$ cat src/rtl/keypad_emulator.sv
// 4x4 matrix keypad responder: plays each accepted key press as bounce/hold/bounce/gap phases
// and pulls the key's row low while its column is driven low and the contact is closed.
module keypad_emulator #(
  parameter int HOLD_CYCLES   = 64,
  parameter int BOUNCE_CYCLES = 8,
  parameter int BOUNCE_PERIOD = 2,
  parameter int GAP_CYCLES    = 16,
  parameter int CNT_W         = 16
) (
  input  logic       clk,
  input  logic       reset,
  input  logic [3:0] col,
  output logic [3:0] row,
  input  logic [3:0] key_code,
  input  logic       key_valid,
  output logic       key_ready,
  input  logic       key_abort,
  output logic       busy,
  output logic       contact,
  output logic       key_done
);

  typedef enum logic [2:0] {
    ST_IDLE       = 3'd0,
    ST_BOUNCE_IN  = 3'd1,
    ST_HOLD       = 3'd2,
    ST_BOUNCE_OUT = 3'd3,
    ST_GAP        = 3'd4
  } state_t;

  localparam bit              HAS_BOUNCE  = (BOUNCE_CYCLES > 0);
  localparam logic [CNT_W-1:0] HOLD_LAST   = CNT_W'(HOLD_CYCLES - 1);
  localparam logic [CNT_W-1:0] BOUNCE_LAST = CNT_W'((BOUNCE_CYCLES > 0) ? (BOUNCE_CYCLES - 1) : 0);
  localparam logic [CNT_W-1:0] PERIOD_LAST = CNT_W'(BOUNCE_PERIOD - 1);
  localparam logic [CNT_W-1:0] GAP_LAST    = CNT_W'(GAP_CYCLES - 1);

  // Returns {column index, row index} of a hex key on the matrix.
  function automatic logic [3:0] key_pos(input logic [3:0] code);
    case (code)
      4'hd: key_pos = 4'b00_00;
      4'hc: key_pos = 4'b00_01;
      4'hb: key_pos = 4'b00_10;
      4'ha: key_pos = 4'b00_11;
      4'hf: key_pos = 4'b01_00;
      4'h9: key_pos = 4'b01_01;
      4'h6: key_pos = 4'b01_10;
      4'h3: key_pos = 4'b01_11;
      4'h0: key_pos = 4'b10_00;
      4'h8: key_pos = 4'b10_01;
      4'h5: key_pos = 4'b10_10;
      4'h2: key_pos = 4'b10_11;
      4'he: key_pos = 4'b11_00;
      4'h7: key_pos = 4'b11_01;
      4'h4: key_pos = 4'b11_10;
      4'h1: key_pos = 4'b11_11;
      default: key_pos = 4'b00_00;
    endcase
  endfunction

  state_t           state_r, state_s;
  logic [CNT_W-1:0] cnt_r, cnt_s;
  logic [CNT_W-1:0] tog_r, tog_s;
  logic             contact_r, contact_s;
  logic             key_done_r, key_done_s;
  logic             key_ready_r, busy_r;
  logic [1:0]       key_col_r, key_row_r;
  logic             load_key_s;
  logic [3:0]       pos_s;
  logic [3:0]       row_s;

  assign pos_s = key_pos(key_code);

  // Next-state, phase counter and contact waveform; abort jumps any active phase to GAP.
  always_comb begin
    state_s    = state_r;
    cnt_s      = cnt_r + CNT_W'(1);
    tog_s      = tog_r;
    contact_s  = contact_r;
    key_done_s = 1'b0;
    load_key_s = 1'b0;
    case (state_r)
      ST_IDLE: begin
        cnt_s = '0;
        if (key_valid) begin
          load_key_s = 1'b1;
          contact_s  = 1'b1;
          tog_s      = '0;
          state_s    = HAS_BOUNCE ? ST_BOUNCE_IN : ST_HOLD;
        end else begin
          contact_s = 1'b0;
        end
      end
      ST_BOUNCE_IN, ST_BOUNCE_OUT: begin
        if (key_abort) begin
          state_s   = ST_GAP;
          cnt_s     = '0;
          contact_s = 1'b0;
        end else if (cnt_r == BOUNCE_LAST) begin
          state_s   = (state_r == ST_BOUNCE_IN) ? ST_HOLD : ST_GAP;
          cnt_s     = '0;
          contact_s = (state_r == ST_BOUNCE_IN);
        end else if (tog_r == PERIOD_LAST) begin
          tog_s     = '0;
          contact_s = ~contact_r;
        end else begin
          tog_s = tog_r + CNT_W'(1);
        end
      end
      ST_HOLD: begin
        if (key_abort) begin
          state_s   = ST_GAP;
          cnt_s     = '0;
          contact_s = 1'b0;
        end else if (cnt_r == HOLD_LAST) begin
          state_s   = HAS_BOUNCE ? ST_BOUNCE_OUT : ST_GAP;
          cnt_s     = '0;
          tog_s     = '0;
          contact_s = 1'b0;
        end else begin
          contact_s = 1'b1;
        end
      end
      ST_GAP: begin
        contact_s = 1'b0;
        if (cnt_r == GAP_LAST) begin
          state_s    = ST_IDLE;
          cnt_s      = '0;
          key_done_s = 1'b1;
        end else begin
          key_done_s = 1'b0;
        end
      end
      default: begin
        state_s   = ST_IDLE;
        cnt_s     = '0;
        contact_s = 1'b0;
      end
    endcase
  end

  // State, counters and registered status outputs.
  always_ff @(posedge clk or posedge reset) begin
    if (reset) begin
      state_r     <= ST_IDLE;
      cnt_r       <= '0;
      tog_r       <= '0;
      contact_r   <= 1'b0;
      key_done_r  <= 1'b0;
      key_ready_r <= 1'b1;
      busy_r      <= 1'b0;
    end else begin
      state_r     <= state_s;
      cnt_r       <= cnt_s;
      tog_r       <= tog_s;
      contact_r   <= contact_s;
      key_done_r  <= key_done_s;
      key_ready_r <= (state_s == ST_IDLE);
      busy_r      <= (state_s != ST_IDLE);
    end
  end

  // Latched key position, captured on acceptance.
  always_ff @(posedge clk or posedge reset) begin
    if (reset) begin
      key_col_r <= 2'd0;
      key_row_r <= 2'd0;
    end else if (load_key_s) begin
      key_col_r <= pos_s[3:2];
      key_row_r <= pos_s[1:0];
    end
  end

  // Same-cycle column-to-row path: the scanner sees the closure without a register in between.
  always_comb begin
    row_s = 4'b1111;
    if (contact_r && (col[key_col_r] == 1'b0)) begin
      row_s[key_row_r] = 1'b0;
    end else begin
      row_s = 4'b1111;
    end
  end

  assign row       = row_s;
  assign contact   = contact_r;
  assign key_done  = key_done_r;
  assign key_ready = key_ready_r;
  assign busy      = busy_r;

endmodule

$ cat config.mk
export PLATFORM = sky130hd
export DESIGN_NAME = keypad_emulator
export DESIGN_NICKNAME = d
export VERILOG_FILES = /design/src/rtl/keypad_emulator.sv
export SDC_FILE = /design/constraint.sdc
export NUM_CORES = 1
export LEC_CHECK = 0
export BUFFER_PORTS_ARGS = -buffer_cell sky130_fd_sc_hd__buf_2
export CAP_MARGIN = 20
export CORE_MARGIN = 1.5
export CORE_UTILIZATION = 59
export CTS_CLUSTER_DIAMETER = 80
export DETAILED_ROUTE_END_ITERATION = 8
export GPL_TIMING_DRIVEN = 1
export HOLD_SLACK_MARGIN = 0.12
export PLACE_DENSITY_LB_ADDON = 0.15
export SETUP_SLACK_MARGIN = 0.2
export SYNTH_ARGS = -nofsm -noshare
export SYNTH_HDL_FRONTEND = slang
export SYNTH_SLANG_ARGS = --single-unit
$ cat constraint.sdc
create_clock -name clk -period 3.85 [get_ports clk]
set_clock_uncertainty 0.15 [all_clocks]
set_input_delay 0.1925 -clock clk [delete_from_list [all_inputs] [get_ports clk]]
set_output_delay 0.1925 -clock clk [all_outputs]
set_load 0.01 [all_outputs]
* Yosys cells after proc, flatten, opt, wreduce, memory -nomap -nowiden
Memories as Yosys holds them, arrays and structs flattened. A register that Yosys moved wholly into a read port is not among the register bits.
Index checks and enable logic that the tools add are counted.
** Cells by class
- Order comparisons :: 3
- Reduce and logical (&&, ||, !) cells :: 8
- Equality and inequality tests :: 14
- Mux-type cells :: 36
- Bitwise operators :: 3
- Add/subtract/negate cells :: 2
** Operators by type and width (count)
- 2-to-1 mux 16 bit :: 11
- one-hot mux 16 bit (3 select lines) :: 2
- adder 16 x 1 -> 16 bit (second input constant) :: 2
- 2-to-1 mux 3 bit :: 7
- == test 16 x 1 -> 1 bit (second input constant) :: 1
- == test 16 x 3 -> 1 bit (second input constant) :: 1
- == test 16 x 4 -> 1 bit (second input constant) :: 1
- == test 16 x 6 -> 1 bit (second input constant) :: 1
- one-hot mux 3 bit (4 select lines) :: 1
- 2-to-1 mux 1 bit :: 11
- != test 2 bit (second input constant) :: 5
- == test 3 x 2 -> 1 bit (second input constant) :: 2
- logical NOT 3 bit :: 2
- < comparator 2 x 3 -> 1 bit (second input constant) :: 2
- AND reduction 6 bit :: 1
- nonzero test 3 bit :: 2
- 2-to-1 mux 4 bit :: 1
- != test 4 bit (second input constant) :: 1
- NOT 4 bit :: 1
- == test 3 x 1 -> 1 bit (second input constant) :: 1
- == test 3 bit (second input constant) :: 1
- one-hot mux 1 bit (3 select lines) :: 1
- binary-select mux 1 bit (select 2 bit) :: 1
- demux 1 bit (select 2 bit) :: 1
- other kinds (4) :: 6
** Storage, ports and cells
- Memories kept :: 1
- Register bits after elaboration :: 39
- Output and inout bits :: 8
- Input port bits :: 12
- ROM bits :: 64
** Memories
- (name not given) :: depth 16, bits a word 4, read ports 1, clocked after Yosys merged registers in 1, write ports 0, RTL line 39 : case (code)

* Logic depth before layout (Yosys ltp)
Gate-level depths: netlist of run 1.
- Word-level depth :: 6
- Gate-level depth with buffers :: 8

* Worst setup path after synthesis of run 1
Ideal clock, no wire load.
- Path type :: register -> register
- Start point :: reg cnt_r[10]
- End point :: reg tog_r[7]
- Path buffers :: 1
- Data required time :: 3.574 ns
- Path slack :: 1.076 ns
- Arrival time :: 2.498 ns
- Stages on the path, launching flop included :: 7
- Library setup time :: 0.126 ns
- Cells stage by stage :: dfrtp_1 -> or4_4 -> or4_4 -> a211o_1 -> or2_1 -> buf_2 -> a221o_1
** Between the ends
- Word-level cells in the longest chain between the ends :: 3
- Elaborated cells between the ends (all ways) :: 5
- Classes of those cells :: eq/ne: 4; reduce/logical: 1
** Ends and longest elaborated chain
- start, declared :: RTL line 61 : logic [CNT_W-1:0] cnt_r, cnt_s;
- start signal, assigned :: RTL line 153 : cnt_r <= cnt_s;
- == test 16 x 6 -> 1 bit or == test 16 x 3 -> 1 bit (tied branches) :: RTL line 114, 98
- != test 2 bit (no source line)
- AND reduction 6 bit (no source line) (*)
- end signal, assigned :: RTL line 154 : tog_r <= tog_s;
- end, declared :: RTL line 62 : logic [CNT_W-1:0] tog_r, tog_s;
Mark *: on every way between the ends. The rest lies on a longest branch, timed or not.
A chain may end at the register's enable or synchronous reset.

* Worst setup path after layout of run 1
- Start point :: reg cnt_r[10]
- End point :: reg tog_r[6]
The elaborated chain is that of the path after synthesis.

==> impl_metrics.tcl, run 1 <==
set metrics [dict create \
    status "complete, no violations" \
    crit_type "reg2reg" \
    drc 0 \
    synth_top_family_by_area "simple AND/OR/NAND/NOR gates" \
    crit_buf_inv 0 \
    drtPass1Iterations 5 \
    place_congestion 0.847 \
    synthArstFlopShare_pct 100 \
    tns_ns 0 \
    worst_skew_pair.late_latency_ns 0.30 \
    fp.coreArea_sq_um 3970 \
    maxSlewViolCount 0 \
    cts-hold-fix-buffers 1 \
    rrSetupSlack_ns 0.85 \
    synthMuxAreaShare_pct 2.22 \
    setup_viol_count_final 0 \
    dpl.hpwl_um 3320 \
    max_slew_margin_pct 43.6 \
    track_usage_pct 23.2 \
    synth_top_area_cell "dfrtp_1" \
    grt_pass1_vias 1779 \
    grt_pass1_wl_um 7930 \
    route.detailed.wl_per_inst_um 14.5 \
    synth_area_sq_um 2430 \
    rsz0062_at_grt "no" \
    num_vias 1981 \
    syn_inst 259 \
    syn_avg_cell_area_sq_um 9.37 \
    area_growth_pct 10.1 \
    netlist_top_cells_area "dfrtp_1 43%, o31ai_1 5.9%, nor2_1 4.8%" \
    cp_slowest_cell "or4_4" \
    yosysUniqueCellTypes 54 \
    drt-initial-drc-count 221 \
    timing.rr.start "cnt_r[10]" \
    fillCellCount 331 \
    antenna_found_initial 0 \
    multi_input_area_sq_um 1280 \
    htree_levels 2 \
    synth_top_area_share_pct 43.3 \
    cts_tree "yes" \
    crit_family "simple AND/OR/NAND/NOR gates" \
    clk_path_buf_depth 2 \
    yosys_register_bits 43 \
    nets 293 \
    ys_seq_area_share_pct 44.4 \
    arrival_ns 3.04 \
    slowest_delay_ns 0.56 \
    clock-sinks 43 \
    ctsResizeCount 0 \
    synth-edff-count 0 \
    ios 20 \
    viasPerCell 6.02 \
    portBuffers 19 \
    tightest_slew_ns 0.839 \
    hold_viol_final 0 \
    syn-num-nets 274 \
    root_buffer "clkbuf_8" \
    routed_wl_um 4770 \
    synth_compound_area_share_pct 19.1 \
    cap_violations 0 \
    min-delay-start "key_code[1]" \
    p_per_area_nw_per_um2 479 \
    power_uw 1280 \
    period_share_pct 78.0 \
    synth-simple-area-share_pct 24.7 \
    regArea_sq_um 1080 \
    antennaDiodeCount 0 \
    post-route-min-period_ns 3.00 \
    crit_fanout 14 \
    startpoint_type "register" \
    fp.dieW_um 67.1 \
    synth_xor_area_share_pct 5.05 \
    dieArea_sq_um 4510 \
    ys.flop_type "dfrtp_1" \
    grt_overflow 0 \
    initial_core_util_pct 61.1 \
    required_ns 3.89 \
    path_common_cell "or4_4" \
    grt_max_degree 44 \
    die_h_um 67.1 \
    cp-end-kind "register" \
    ir_drop_uv 263 \
    postCtsSetupBuffers 0 \
    worstPathCellList "or4_4 -> or4_4 -> a211o_1 -> or2_1 -> a221o_1" \
    drive_gt1_share_pct 14.0 \
    fin_util_pct 67.3 \
    clk_pin_slew_worst_paths_ns 0.08 \
    postRouteAntennaNets 0 \
    p_leak_uw 0.00118 \
    synth-warning-count 0 \
    cts_buffers 5 \
    rows 23 \
    synth_adder_area_share_pct 1.55 \
    hold_path_class "in2reg" \
    critPathLaunch "cnt_r[10]" \
    max_freq_mhz 333 \
]
## report_power, final
part | internal, uW | switching, uW
logic | 150 | 241
clock network | 164 | 146
registers | 517 | 61.7
## cell usage after synthesis, drive strengths merged (4+ instances only)
| cell | count |
|---|---|
| dfrtp | 42 |
| nor2 | 31 |
| nand2 | 19 |
| o31ai | 19 |
| o21ai | 12 |
| nand3 | 11 |
| nor2b | 10 |
| or4 | 8 |
| and3 | 7 |
| clkbuf | 7 |
| inv | 7 |
| xnor2 | 7 |
| xor2 | 7 |
| nand4 | 5 |
| nor3 | 5 |
| a21oi | 4 |
| a31oi | 4 |
| buf | 4 |
| o21a | 4 |
## final cells by class
class,instances,area share (%)
Inverter,7,0.984
Timing Repair Buffer,23,4.78
Tap cell,50,2.34
Multi-Input combinational cell,198,47.8
Sequential cell,43,40.3
Clock buffer,8,3.75
## layout by cell type (no fill, tap or decap), drive strengths merged, types with 4 or more instances in the layout
master and n:
dfrtp 42, nor2 31, buf 22, nand2 19, o31ai 19, o21ai 12, nand3 11, nor2b 10
clkbuf 8, or4 8, xor2 7, and3 7, xnor2 7, inv 6, nor3 5, nand4 5
o21a 4, a31oi 4, a21oi 4
## sequential cells by signal, summed over array words and instances, names as in the netlist
register,cells
cnt_r,16
tog_r,16
state_r,3
key_col_r,2
key_row_r,2
busy,1
contact,1
key_done,1
key_ready,1
## logic make-up after synthesis
kind of cell	after synthesis
AOI/OAI and AO/OA	64
and+or+nand+nor	113
buffers and inverters	18
adders and majority gates	3
xor gates and xnor gates	14
DFF	43
muxes	4
## metal layers
metal | vias up | GRT usage [%] | part of all wire (%)
met5 | - | 0 | 0
met4 | 0 | 6.38 | 1.3
met3 | 6 | 5.50 | 3.9
met2 | 48 | 34.3 | 46
met1 | 936 | 34.1 | 49
li1 | 991 | - | -
## stage by stage
stage | cell area [sq um] | hold WS, ns | setup WS (ns) | instances
after floorplan | 2430 | 0.217 | 1.08 | 259
after global placement | 2560 | 0.191 | 0.891 | 320
after detailed placement | 2560 | 0.198 | 0.852 | 320
after CTS | 2670 | 0.127 | 0.834 | 329
after global routing | 2670 | 0.153 | 0.734 | 329
final | 2670 | 0.136 | 0.848 | 329
## path summary, 6_finish.rpt
check,to,depth (start not counted)
setup / recovery,tog_r[6],5
hold / removal,key_row_r[0],3
setup reg to reg,tog_r[6],5
hold reg to reg,cnt_r[0],1
max in group asynchronous,cnt_r[4],4
min in group asynchronous,tog_r[10],4
## tightest hold or removal path, delay by kind of cell
family	cells	cell delay, ns
AO/OA/AOI/OAI	2	0.19
buffers and inverters	1	0.15
(Power assumes the default switching activity.)
==> run 2: changes to the inputs <==
- clock period: 3.85 -> 2.95 ns (I/O delays scaled with it)
==> run 2 against run 1 <==
Via count increased by 5.5%. Non-clock buffer count is 15 higher. Setup slack worse by 0.63 ns. Critical endpoint is now tog_r[7]. Largest power group unchanged.
==> impl_metrics.tcl, run 2 (synthesized netlist as in run 1, its figures left out) <==
set metrics [dict create \
    required_ns 2.98 \
    placed_cell_area_sq_um 2610 \
    maxSlewViolCount 0 \
    cp-end-kind "register" \
    seq_power_share_pct 42.5 \
    power_uw 1770 \
    portBuffers 19 \
    antenna_found_initial 0 \
    area_growth_pct 15.7 \
    routed_wl_um 5210 \
    combPwrFrac_pct 34.4 \
    rsz0062_at_grt "yes" \
    mostFrequentLayoutCell "dfrtp_1" \
    p_leak_uw 0.00125 \
    cts_tree "yes" \
    place_congestion 0.835 \
    nets 308 \
    dpl.hpwl_um 3540 \
    swShare_pct 35.8 \
    postRouteAntennaNets 0 \
    tightest_slew_ns 0.815 \
    p_switching_uw 634 \
    viasPerCell 6.07 \
    cts_buffers 5 \
    antennaDiodeCount 0 \
    period_share_pct 92.5 \
    htree_levels 2 \
    drtPass1Iterations 4 \
    rr_worst_depth 5 \
    internal_power_uw 1140 \
    cap_violations 0 \
    p_per_area_nw_per_um2 630 \
    num_vias 2089 \
    tns_ns 0 \
    hold_viol_final 0 \
    worst_skew_pair.late_latency_ns 0.30 \
    final_cell_mix "41 x dfrtp_1, 31 x nor2_1, 19 x nand2_1, 19 x buf_2" \
    clock-sinks 43 \
    ios 20 \
    rrSetupSlack_ns 0.22 \
    drt-initial-drc-count 204 \
    crit_type "reg2reg" \
    pwr-share-clk_pct 23.1 \
    arrival_ns 2.76 \
    crit_fanout 5 \
    dp.cells 326 \
    hold_path_class "in2reg" \
    max_slew_margin_pct 45.4 \
    drive_gt1_share_pct 19.7 \
    fp.dieW_um 67.1 \
    rows 23 \
    post-route-min-period_ns 2.73 \
    grt_pass1_vias 1815 \
    startpoint_type "register" \
    fp.coreArea_sq_um 3970 \
    largestRegisters "cnt_r x16, tog_r x16, state_r x3" \
    clk_pin_slew_worst_paths_ns 0.08 \
    route.detailed.wl_per_inst_um 15.2 \
    drc 0 \
    grt_pass1_wl_um 8380 \
    track_usage_pct 24.6 \
    design_area_sq_um 2810 \
    whs_path_depth 4 \
    grt_overflow 0 \
    ir_drop_uv 371 \
    grt_max_degree 24 \
    status "complete, no violations" \
    setup_viol_count_final 0 \
    max_freq_mhz 366 \
    finalNonFillerCells 344 \
    clk_path_buf_depth 2 \
    initial_core_util_pct 61.1 \
    die_h_um 67.1 \
    dieArea_sq_um 4510 \
    root_buffer "clkbuf_8" \
]
## run 2: power groups by stage
stage          Clock, uW  Sequential, uW  Combinational (uW)
3_3_place_gp           0             763                 548
6_report             410             753                 608
5_1_grt              443             766                 671
2_1_floorplan          0             744                 405
4_1_cts              416             753                 570
3_5_place_dp           0             765                 558
## run 2: stage by stage
step	utilization, %	hold WS, ns	setup WS, ns
finish	70.7	0.142	0.220
floorplan	-	0.172	0.211
detailed placement	65.6	0.0796	0.187
global placement	65.6	0.0695	0.226
global route	70.7	0.178	0.170
CTS	69.0	0.143	0.208
## run 2: per-layer routing
metal,vias to the layer above,global-route usage (%),routed length [um]
met2,79,37.4,2430
li1,1024,-,-
met3,4,6.00,350
met4,0,9.69,44
met5,-,0,0
met1,982,33.9,2390
## run 2: cell type report
cell class                 instances  area (sq um)
clock buffer                       8           100
multi-input combinational        198          1300
timing repair buffer              38           245
tap                               50          62.6
fill                             310          1160
sequential                        43          1080
inverter                           7          26.3
## run 2: repair_timing
item	4_1_cts	5_1_grt
endpoints found under the setup margin	2	17
hold buffers	3	0
pin swaps	0	4
setup buffers	0	7
endpoints found under the hold margin	23	0
resized for setup	1	5
## run 2: critical path, cell delays in order, from the launching register on
cell     delay (ns)
dfrtp_1        0.41
or4_4          0.55
or4_4          0.54
a211o_1        0.36
or2_4          0.27
a221o_1        0.34
## run 2: worst paths after layout
check	startpoint	to
setup / recovery	cnt_r[8]	tog_r[7]
hold / removal	key_code[2]	key_row_r[1]
setup reg to reg	cnt_r[8]	tog_r[7]
hold reg to reg	cnt_r[0]	cnt_r[0]
max in group asynchronous	reset	cnt_r[5]
min in group asynchronous	reset	key_col_r[1]
